**config.mk**
```make
export PLATFORM = sky130hd
export DESIGN_NAME = keycode_event_unit
export DESIGN_NICKNAME = d
export VERILOG_FILES = /design/src/rtl/kev_pkg.sv /design/src/rtl/kev_fifo.sv /design/src/rtl/keycode_event_unit.sv
export SDC_FILE = /design/constraint.sdc
export NUM_CORES = 1
export LEC_CHECK = 0
export ABC_CLOCK_PERIOD_IN_PS = 4100
export CAP_MARGIN = 25
export CORE_MARGIN = 4
export CORE_UTILIZATION = 40
export CTS_CLUSTER_DIAMETER = 150
export DETAILED_ROUTE_END_ITERATION = 8
export PLACE_DENSITY_LB_ADDON = 0.05
export REMOVE_ABC_BUFFERS = 1
export SETUP_SLACK_MARGIN = 0.05
export SYNTH_ARGS = -nofsm -noshare
export SYNTH_HDL_FRONTEND = slang
export SYNTH_SLANG_ARGS = --single-unit
```
**constraint.sdc**
```tcl
create_clock -name Clk -period 4.1 [get_ports Clk]
set_input_delay 0.615 -clock Clk [delete_from_list [all_inputs] [get_ports Clk]]
set_output_delay 0.615 -clock Clk [all_outputs]
set_load 0.01 [all_outputs]
```
**src/rtl/kev_pkg.sv**
```systemverilog
// Shared types for the keycode event unit: event record, FSM states,
// HID keycodes of the game controls and their held_mask bit positions.
package kev_pkg;

    typedef struct packed {
        logic [7:0] code;
        logic       press;
        logic       is_repeat;
    } kev_evt_t;

    typedef enum logic [1:0] {
        IDLE,
        REL,
        PRS
    } kev_state_e;

    localparam logic [7:0] KC_NONE  = 8'h00;
    localparam logic [7:0] KC_W     = 8'h1A;
    localparam logic [7:0] KC_S     = 8'h16;
    localparam logic [7:0] KC_A     = 8'h04;
    localparam logic [7:0] KC_D     = 8'h07;
    localparam logic [7:0] KC_SPACE = 8'h2C;
    localparam logic [7:0] KC_J     = 8'h0D;
    localparam logic [7:0] KC_K     = 8'h0E;
    localparam logic [7:0] KC_ESC   = 8'h29;

    localparam int HM_W     = 0;
    localparam int HM_S     = 1;
    localparam int HM_A     = 2;
    localparam int HM_D     = 3;
    localparam int HM_SPACE = 4;
    localparam int HM_J     = 5;
    localparam int HM_K     = 6;
    localparam int HM_ESC   = 7;

    function automatic logic [7:0] decode_held(input logic [7:0] kc);
        logic [7:0] m;
        m = '0;
        case (kc)
            KC_W:     m[HM_W]     = 1'b1;
            KC_S:     m[HM_S]     = 1'b1;
            KC_A:     m[HM_A]     = 1'b1;
            KC_D:     m[HM_D]     = 1'b1;
            KC_SPACE: m[HM_SPACE] = 1'b1;
            KC_J:     m[HM_J]     = 1'b1;
            KC_K:     m[HM_K]     = 1'b1;
            KC_ESC:   m[HM_ESC]   = 1'b1;
            default:  m = '0;
        endcase
        return m;
    endfunction

endpackage

```
**src/rtl/kev_fifo.sv**
```systemverilog
// Event FIFO; pointers carry one extra wrap bit so full and empty are
// distinguished without a counter.
module kev_fifo
    import kev_pkg::*;
#(
    parameter int DEPTH = 4
) (
    input  logic     clk,
    input  logic     rst,
    input  logic     push,
    input  kev_evt_t wdata,
    input  logic     pop,
    output logic     full,
    output logic     empty,
    output kev_evt_t head
);

    localparam int AW = $clog2(DEPTH);

    kev_evt_t       mem [DEPTH];
    logic [AW:0]    wr_ptr;
    logic [AW:0]    rd_ptr;
    logic           do_pop;
    logic           do_push;

    assign empty   = (wr_ptr == rd_ptr);
    assign full    = (wr_ptr[AW] != rd_ptr[AW]) && (wr_ptr[AW-1:0] == rd_ptr[AW-1:0]);
    assign do_pop  = pop && !empty;
    // A pop in the same cycle frees the slot, so a push into a full FIFO still lands.
    assign do_push = push && (!full || do_pop);
    assign head    = mem[rd_ptr[AW-1:0]];

    always_ff @(posedge clk or posedge rst) begin
        if (rst) begin
            wr_ptr <= '0;
            rd_ptr <= '0;
        end else begin
            if (do_push) wr_ptr <= wr_ptr + 1'b1;
            if (do_pop)  rd_ptr <= rd_ptr + 1'b1;
        end
    end

    always_ff @(posedge clk) begin
        if (do_push) mem[wr_ptr[AW-1:0]] <= wdata;
    end

endmodule

```
**src/rtl/keycode_event_unit.sv**
```systemverilog
// Turns the SoC keycode export into press/release events plus a held-key mask.
// Define KEYCODE_AUTOREPEAT_EN to add frame_tick driven auto-repeat events.
module keycode_event_unit
    import kev_pkg::*;
#(
    parameter int FIFO_DEPTH   = 4,
    parameter int REPEAT_DELAY = 30,
    parameter int REPEAT_RATE  = 6
) (
    input  logic       Clk,
    input  logic       Reset,
    input  logic [7:0] keycode,
    input  logic       frame_tick,
    output logic       evt_valid,
    input  logic       evt_ready,
    output logic [7:0] evt_code,
    output logic       evt_press,
    output logic       evt_repeat,
    output logic [7:0] held_mask,
    output logic       overflow,
    input  logic       ovf_clr
);

    kev_state_e state;
    logic [7:0] kc_q;
    logic [7:0] cur_key;
    logic [7:0] rel_key;
    logic       push;
    kev_evt_t   push_evt;
    logic       pop;
    logic       drop;
    logic       full;
    logic       empty;
    kev_evt_t   head;

`ifdef KEYCODE_AUTOREPEAT_EN
    localparam int CNT_W = $clog2(REPEAT_DELAY + 1);
    localparam logic [CNT_W-1:0] FIRE_AT = CNT_W'(REPEAT_DELAY - 1);
    localparam logic [CNT_W-1:0] RELOAD  = CNT_W'(REPEAT_DELAY - REPEAT_RATE);

    logic [CNT_W-1:0] rpt_cnt;
    logic             hold_steady;
    logic             rpt_fire;

    assign hold_steady = (state == IDLE) && (cur_key != KC_NONE) && (kc_q == cur_key);
    assign rpt_fire    = hold_steady && frame_tick && (rpt_cnt == FIRE_AT);
`endif

    always_comb begin
        push     = 1'b0;
        push_evt = '0;
        case (state)
            REL: begin
                push     = 1'b1;
                push_evt = {rel_key, 1'b0, 1'b0};
            end
            PRS: begin
                push     = 1'b1;
                push_evt = {cur_key, 1'b1, 1'b0};
            end
            default: begin
`ifdef KEYCODE_AUTOREPEAT_EN
                if (rpt_fire) begin
                    push     = 1'b1;
                    push_evt = {cur_key, 1'b1, 1'b1};
                end
`endif
            end
        endcase
    end

    assign pop  = evt_valid && evt_ready;
    assign drop = push && full && !pop;

    always_ff @(posedge Clk or posedge Reset) begin
        if (Reset) begin
            state     <= IDLE;
            kc_q      <= '0;
            cur_key   <= '0;
            rel_key   <= '0;
            held_mask <= '0;
            overflow  <= 1'b0;
`ifdef KEYCODE_AUTOREPEAT_EN
            rpt_cnt   <= '0;
`endif
        end else begin
            kc_q      <= keycode;
            held_mask <= decode_held(kc_q);
            overflow  <= (overflow && !ovf_clr) || drop;
            case (state)
                IDLE: begin
                    if (kc_q != cur_key) begin
                        rel_key <= cur_key;
                        cur_key <= kc_q;
                        state   <= (cur_key != KC_NONE) ? REL : PRS;
                    end
                end
                REL:     state <= (cur_key != KC_NONE) ? PRS : IDLE;
                PRS:     state <= IDLE;
                default: state <= IDLE;
            endcase
`ifdef KEYCODE_AUTOREPEAT_EN
            // Counter only runs while a key is held unchanged; any change restarts it.
            if (hold_steady) begin
                if (frame_tick) rpt_cnt <= (rpt_cnt == FIRE_AT) ? RELOAD : rpt_cnt + CNT_W'(1);
            end else begin
                rpt_cnt <= '0;
            end
`endif
        end
    end

    kev_fifo #(
        .DEPTH (FIFO_DEPTH)
    ) u_fifo (
        .clk   (Clk),
        .rst   (Reset),
        .push  (push),
        .wdata (push_evt),
        .pop   (pop),
        .full  (full),
        .empty (empty),
        .head  (head)
    );

    // Storage is not reset, so the head is masked while the FIFO is empty.
    assign evt_valid = !empty;
    assign evt_code  = evt_valid ? head.code  : 8'h00;
    assign evt_press = evt_valid ? head.press : 1'b0;
`ifdef KEYCODE_AUTOREPEAT_EN
    assign evt_repeat = evt_valid ? head.is_repeat : 1'b0;
`else
    logic unused_bits;
    assign unused_bits = ^{frame_tick, head.is_repeat};
    assign evt_repeat  = 1'b0;
`endif

endmodule

```
== After elaboration in Yosys (flattened, before gate mapping) ==
Memory sizes are Yosys's and may differ from the RTL's.
Cells that the tools add are included.

* $add $sub $neg: 2
* Mux-type cells: 18
* Reductions and logical operators: 17
* Equality and inequality tests: 15

{| class="wikitable"
|+ Operators with widths
! kind !! count
|-
| $pmux 10 s2 || 1
|-
| $eq 8x3->1 const B || 2
|-
| $eq 8x4->1 const B || 2
|-
| $eq 8x5->1 const B || 2
|-
| $eq 8x6->1 const B || 2
|-
| $mux 1 || 12
|-
| $mux 8 || 1
|-
| $ne 8x8->1 || 1
|-
| $reduce_bool 8->1 || 1
|-
| $logic_and 1x1->1 || 7
|-
| $add 3x1->3 const B || 2
|-
| $mux 2 || 3
|-
| $logic_not 1->1 || 4
|-
| $pmux 2 s2 || 1
|-
| $eq 3x3->1 || 1
|-
| $eq 2x1->1 const B || 1
|-
| $eq 2x2->1 || 1
|-
| $eq 2x2->1 const B || 1
|-
| $logic_not 2->1 || 1
|-
| $logic_or 1x1->1 || 2
|-
| $ne 2x2->1 const B || 1
|-
| $reduce_and 2->1 || 1
|-
| $reduce_or 2->1 || 1
|-
| $ne 1x1->1 || 1
|}

* Bits of input ports: 13
* Memory bits (writable): 40
* Memories kept: 1
* Register bits after elaboration: 41
* Output and inout bits: 20
* Logic and storage cells: 61

{| class="wikitable"
|+ Memory list
! name !! words !! width !! rd ports !! clocked after Yosys merged registers in !! write ports !! line !! text
|-
| u_fifo.mem || 4 || 10 || 1 || 0 || 1 || kev_fifo.sv:20 || <nowiki>kev_evt_t mem [DEPTH];</nowiki>
|}

== Logic depth before layout (Yosys ltp) ==
Gate-level depths: netlist of the first run.

* Depth in word-level cells: 8
* Gate-level depth with buffers: 6
* Mapped depth without buffers: 6

== By module ==
From an unflattened synthesis of the first run, not the netlist that was laid out.

* Cells, all modules: 224
* Area total of the unflattened synthesis: 3564.7 sq um

{| class="wikitable"
|+ Modules (own cells, without submodules)
! module !! sequential area each (sq um) !! area an instance (sq um) !! cells each !! instances
|-
| kev_fifo || 1351.3 || 1871.8 || 88 || 1
|-
| keycode_event_unit || 875.8 || 1692.9 || 136 || 1
|}

== Worst setup path after synthesis of the first run ==
No wires, ideal clock.

* Path kind: register to output
* Start: reg u_fifo.rd_ptr[0]
* End: out evt_code[0]
* Path buffers: 1
* Data required time: 3.485 ns
* Cell stages (with the launch flop): 4
* Slack: 2.130 ns
* Arrival: 1.355 ns
* Path through: dfrtp_1 -> buf_2 -> mux4_2 -> and2_1

* Word-level cells in the longest chain between the ends: 2
* Elaborated cells between the ends (all ways): 3
* Those cells by class: eq/ne (1); mux (1); memory (1)

{| class="wikitable"
|+ RTL lines
! what !! line !! text
|-
| start, declared || kev_fifo.sv:22 || <nowiki>logic [AW:0] rd_ptr;</nowiki>
|-
| start signal, assigned || kev_fifo.sv:39 || <nowiki>if (do_pop) rd_ptr <= rd_ptr + 1'b1;</nowiki>
|-
| $mem_v2 4x10 or $eq 3x3->1 (tied branches) || - ||
|-
| $mux 8 * || keycode_event_unit.sv:128 || <nowiki>assign evt_code = evt_valid ? head.code : 8'h00;</nowiki>
|-
| end, declared || keycode_event_unit.sv:16 || <nowiki>output logic [7:0] evt_code,</nowiki>
|}

Mark *: on every way between the ends. The rest lies on a longest branch, timed or not.

== Final worst setup path of the first run ==
* Start: reg u_fifo.rd_ptr[0]
* End: out evt_code[1]

Same word-level chain as after synthesis.

==> results of run 1 <==
==> layer usage <==
metal  part of all wire (%)  vias to the layer above
met5                      0                        -
met4                   0.58                        0
met3                    3.1                        4
met2                     51                       34
met1                     46                      863
li1                       -                      846
==> registers in the layout, indices dropped and copies added (netlist names) <==
name	flops
kc_q	8
state	2
u_fifo.wr_ptr	3
rel_key	8
u_fifo.mem	36
u_fifo.rd_ptr	3
cur_key	8
held_mask	8
overflow	1
==> where the power goes <==
part	switching [uW]	internal [uW]
Combinational	581	723
Clock	287	407
Sequential	216	1150
==> worst paths after layout <==
path | start | to
worst min register to register | rel_key[1] | rel_key[1]
worst min-delay path | Reset | u_fifo.wr_ptr[0]
min in group Clk | rel_key[1] | rel_key[1]
worst max register to register | u_fifo.rd_ptr[0] | u_fifo.mem[1][5]
max in group asynchronous | Reset | rel_key[1]
worst max-delay path | u_fifo.rd_ptr[0] | evt_code[1]
==> final cells by class <==
cell class / instances / area [um2] / area share, %
multi-input cells: 116 / 1131 / 28.25
repair buffers: 33 / 342.8 / 8.563
inverters: 12 / 45.04 / 1.125
clock buffers: 9 / 123.9 / 3.094
clock inverters: 7 / 122.6 / 3.063
well taps: 105 / 131.4 / 3.281
flip-flops and latches: 77 / 2107 / 52.62
==> cells by family (layout without fill, tap and decap cells) <==
family,after synthesis,count (layout),synth area share (%)
fa+ha+maj,9,9,3.370
buf+inv,20,61,3.107
other cells,1,1,0.1122
flops,77,77,63.05
xor+xnor,16,16,4.193
compound gates,14,14,3.669
mux,28,28,13.59
simple gates,48,48,8.911
==> cells in the final DEF, fill, tap and decap left out, types with 3 or more instances in the layout <==
cell             instances
a22oi_1                  8
and2_1                   9
bufinv_16                3
clkbuf_8                 9
clkdlybuf4s50_1         30
dfrtp_1                 41
edfxtp_1                36
ha_1                     9
inv_1                   12
mux2_2                   9
mux2_4                  10
mux4_2                   9
nand2_1                  3
nor2_1                  13
nor2b_1                  3
nor3b_1                  6
xnor2_1                 14
==> critical path, stage by stage, from the launching register on <==
cell and delay [ns]:
dfrtp_1 0.82, xnor2_1 0.25, nand3_1 0.38, and2_1 0.28, clkdlybuf4s50_1 0.47
==> per-stage QoR <==
| step | instances | power, uW | util [%] | hold WS, ns | area, um2 |
|---|---|---|---|---|---|
| after global placement | 342 | 2706 | 45.62 | 0.4879 | 3730 |
| after global routing | 359 | 3607 | 48.97 | 0.5163 | 4004 |
| after CTS | 358 | 3423 | 48.64 | 0.5122 | 3976 |
| after floorplan | 205 | 2229 | - | 0.4805 | 3283 |
| final | 359 | 3364 | 48.97 | 0.5085 | 4004 |
| after detailed placement | 342 | 2723 | 45.62 | 0.4945 | 3730 |
==> impl_metrics.env, run 1 <==
export IMPL_synth_area_leaders="edfxtp_1 (32%), dfrtp_1 (31%), mux4_2 (6.1%), mux2_4 (4.5%), xnor2_1 (3.7%)"
export IMPL_status="finished, final reports clean"
export IMPL_num_rows=33
export IMPL_p_leak_uw=0.001557
export IMPL_grt_pass1_vias=1870
export IMPL_syn2layout_area_growth_pct=19.81
export IMPL_ys_seq_area_share_pct=63.05
export IMPL_crit_fanout=12
export IMPL_tightest_slew_ns=0.9396
export IMPL_drt_first_pass_iters=4
export IMPL_place_congestion=0.6729
export IMPL_dp_hpwl_mm=3.927
export IMPL_timing_final_crit_period_ns=3.157
export IMPL_grt_start_max_net_pins=25
export IMPL_vdd_drop_max_uv=286.6
export IMPL_setup_tns_final_ns=0
export IMPL_postSynth_asyncResetShare_pct=53.25
export IMPL_r2r_cells=3
export IMPL_met3_usage_pct=2.384
export IMPL_grt_pass1_wl_mm=9.873
export IMPL_die_y_um=99.41
export IMPL_ant_nets=0
export IMPL_synth_enable_flop_cells=36
export IMPL_antenna_cells=0
export IMPL_wirelength_mm=5.865
export IMPL_setup_viol=0
export IMPL_vias_per_cell=4.866
export IMPL_use_met1_pct=17.12
export IMPL_detail_route_iter0_violations=66
export IMPL_syn_area_per_cell_um2=15.69
export IMPL_maxSlewViolCount=0
export IMPL_ctsResizeCount=0
export IMPL_clkSinkCount=77
export IMPL_slew_headroom_pct=37.13
export IMPL_overflow=0
export IMPL_wl_per_cell_um=16.34
export IMPL_yosysTopAreaCellShare_pct=32.35
export IMPL_start_util_pct=40.88
export IMPL_start_kind="register"
export IMPL_finClkSkew_ns=0.007990
export IMPL_synth_warnings=0
export IMPL_power_density_cell_area_nw_per_um2=840.2
export IMPL_synth_commonest_cells="dfrtp_1 (41), edfxtp_1 (36), xnor2_1 (14)"
export IMPL_drc=0
export IMPL_path_clk_slew_ns=0.08
export IMPL_ys_flop_type="dfrtp_1"
export IMPL_synth_area_um2=3342
export IMPL_fillers=715
export IMPL_reg2reg_slack_ns=1.61
export IMPL_top_usage_layer="met2"
export IMPL_end_kind="primary output"
export IMPL_core_area_um2=8175
export IMPL_drive_above_1_share_pct=20.87
export IMPL_cts_max_path_buffers=2
export IMPL_die_width_um=99.41
export IMPL_cts_buffers=9
export IMPL_clkLatencyLatePin_ns=0.34
export IMPL_arrival_ns=2.54
export IMPL_worst_slack_ns=0.9434
export IMPL_finalCritPeriodShare_pct=76.99
export IMPL_grt_antenna_before_repair=0
export IMPL_h_tree_depth=3
export IMPL_drv_cap=0
export IMPL_setup_worst_path_class="reg2out"
export IMPL_layout_nets=271
export IMPL_ys_ff_latch=77
export IMPL_hold_buffers=0
export IMPL_track_usage_pct=13.12
export IMPL_via_count=1747
export IMPL_post_cts_buffers=0
export IMPL_tritoncts="done"
export IMPL_yosysTopAreaCell="edfxtp_1"
export IMPL_hold_viol=0
export IMPL_root_buffer="clkbuf_8"
export IMPL_ios=33
export IMPL_rsz0062_at_grt="false"
export IMPL_syn_inst=213
export IMPL_die_area_um2=9881
export IMPL_yosysUniqueCellTypes=36
export IMPL_grt_use_met2_pct=21.69
export IMPL_numPortBuffers=30
export IMPL_dp_slack_ns=1.188
export IMPL_min_path_type="in2async"
export IMPL_cp_required_ns=3.48
export IMPL_max_freq_mhz=316.8
export IMPL_synth_most_common_cell="dfrtp_1"
Power figures use the tool's default switching activity.
==> run 2: changes to the inputs <==
--- a/config.mk
+++ b/config.mk
@@ -5,7 +5,7 @@
 export SDC_FILE = /design/constraint.sdc
 export NUM_CORES = 1
 export LEC_CHECK = 0
-export ABC_CLOCK_PERIOD_IN_PS = 4100
+export ABC_CLOCK_PERIOD_IN_PS = 2800
 export CAP_MARGIN = 25
 export CORE_MARGIN = 4
 export CORE_UTILIZATION = 40
==> constraint.sdc (replaced) <==
create_clock -name Clk -period 2.8 [get_ports Clk]
set_input_delay 0.42 -clock Clk [delete_from_list [all_inputs] [get_ports Clk]]
set_output_delay 0.42 -clock Clk [all_outputs]
set_load 0.01 [all_outputs]
==> run 2 against run 1 <==
  * Cell area up 0.59%
  * Critical endpoint is now evt_code[7]
  * Die area did not move
  * Core utilization increased by 0.29 points
  * Wire length rose by 0.29%
  * Sequential power increased by 40%
==> impl_metrics.env, run 2 (synthesis results as in run 1) <==
export IMPL_status="finished, final reports clean"
export IMPL_cts_buffers=9
export IMPL_hold_viol=0
export IMPL_min_path_type="in2async"
export IMPL_crit_fanout=12
export IMPL_final_cells=366
export IMPL_arrival_ns=2.06
export IMPL_die_area_um2=9881
export IMPL_max_freq_mhz=403.8
export IMPL_grt_use_met2_pct=21.69
export IMPL_r2r_cells=4
export IMPL_setup_tns_final_ns=0
export IMPL_ios=33
export IMPL_syn2layout_area_growth_pct=20.52
export IMPL_critical_path_endpoint="evt_code[7]"
export IMPL_grt_pass1_vias=1813
export IMPL_mostFrequentLayoutCell="dfrtp_1"
export IMPL_die_y_um=99.41
export IMPL_dp_hpwl_mm=3.968
export IMPL_grt_antenna_before_repair=0
export IMPL_h_tree_depth=3
export IMPL_rr_endpoint="rel_key[1]"
export IMPL_layout_nets=278
export IMPL_fillers=721
export IMPL_finalCritPeriodShare_pct=88.45
export IMPL_overflow=0
export IMPL_via_count=1781
export IMPL_post_cts_buffers=0
export IMPL_end_kind="primary output"
export IMPL_drt_first_pass_iters=4
export IMPL_tritoncts="done"
export IMPL_ant_nets=0
export IMPL_hold_buffers=0
export IMPL_rsz0062_at_grt="false"
export IMPL_grt_pass1_wl_mm=9.632
export IMPL_largest_register_ffs=36
export IMPL_track_usage_pct=13.33
export IMPL_setup_worst_path_class="reg2out"
export IMPL_tightest_slew_ns=0.6994
export IMPL_finClkSkew_ns=0.006208
export IMPL_holdWs_ns=0.5044
export IMPL_clkSinkCount=77
export IMPL_power_total_uw=4977
export IMPL_r2r_start="cur_key[2]"
export IMPL_use_met1_pct=16.09
export IMPL_setup_viol=0
export IMPL_num_rows=33
export IMPL_met3_usage_pct=3.717
export IMPL_vdd_drop_max_uv=391.7
export IMPL_antenna_cells=0
export IMPL_drive_above_1_share_pct=22.22
export IMPL_start_util_pct=40.88
export IMPL_place_congestion=0.6859
export IMPL_cp_startpoint="u_fifo.rd_ptr[0]"
export IMPL_vias_per_cell=4.866
export IMPL_wirelength_mm=5.882
export IMPL_root_buffer="clkbuf_8"
export IMPL_core_area_um2=8175
export IMPL_p_leak_uw=0.001583
export IMPL_start_kind="register"
export IMPL_detail_route_iter0_violations=25
export IMPL_drv_cap=0
export IMPL_top_usage_layer="met2"
export IMPL_die_width_um=99.41
export IMPL_wl_per_cell_um=16.07
export IMPL_timing_final_crit_period_ns=2.477
export IMPL_dp_cells=350
export IMPL_grt_start_max_net_pins=42
export IMPL_drc=0
export IMPL_cts_max_path_buffers=2
export IMPL_final_cell_mix="dfrtp_1 (41), edfxtp_1 (36), clkdlybuf4s50_1 (30)"
export IMPL_reg2reg_slack_ns=0.72
export IMPL_ctsResizeCount=0
export IMPL_utilization_pct=49.27
export IMPL_clkLatencyLatePin_ns=0.34
export IMPL_power_density_cell_area_nw_per_um2=1236
export IMPL_numPortBuffers=30
export IMPL_maxSlewViolCount=0
export IMPL_slew_headroom_pct=53.20
export IMPL_path_clk_slew_ns=0.08
export IMPL_cp_required_ns=2.38
==> run 2: per-layer routing <==
layer | vias to the layer above | wire length [um]
li1 | 857 | -
met1 | 872 | 2639
met2 | 39 | 2877
met3 | 13 | 204
met4 | 0 | 161
met5 | - | 0
==> run 2: worst max-delay path: stages, from the launching register on <==
cell and delay (ns):
dfrtp_1 0.38, buf_4 0.18, xnor2_1 0.25, nand3_1 0.11, buf_4 0.19, and2_1 0.14
clkdlybuf4s50_1 0.47
==> run 2: layout make-up <==
type	count	area [um2]	area share, %
clock buffer	9	123.9	3.075
inverter	12	45.04	1.118
clock inverter	7	113.9	2.827
timing repair buffer	40	375.4	9.320
sequential	77	2107	52.31
multi-input combinational	116	1131	28.08
tap	105	131.4	3.262
==> run 2: where the power goes <==
group	internal, uW	switching [uW]	total [uW]
combinational	1120	941	2060
sequential	1680	240	1920
clock	587	401	989
==> run 2: worst min-delay path by stage <==
| stage | start | endpoint | slack [ns] | cells after the start |
|---|---|---|---|---|
| 2_1_floorplan | keycode[0] | kc_q[0] | 0.45 | 0 |
| 3_3_place_gp | rel_key[1] | rel_key[1] | 0.49 | 1 |
| 3_5_place_dp | rel_key[0] | rel_key[0] | 0.49 | 1 |
| 4_1_cts | keycode[6] | kc_q[6] | 0.49 | 1 |
| 5_1_grt | keycode[0] | kc_q[0] | 0.48 | 1 |
| 6_report | Reset | u_fifo.wr_ptr[0] | 0.50 | 3 |
==> run 2: stage by stage <==
stage / worst slack (ns) / instance area, um2
finish: 0.3233 / 4028
global route: 0.1634 / 4028
CTS: 0.2967 / 4028
detailed placement: 0.6938 / 3790
global placement: 0.6916 / 3790
floorplan: 0.7883 / 3283
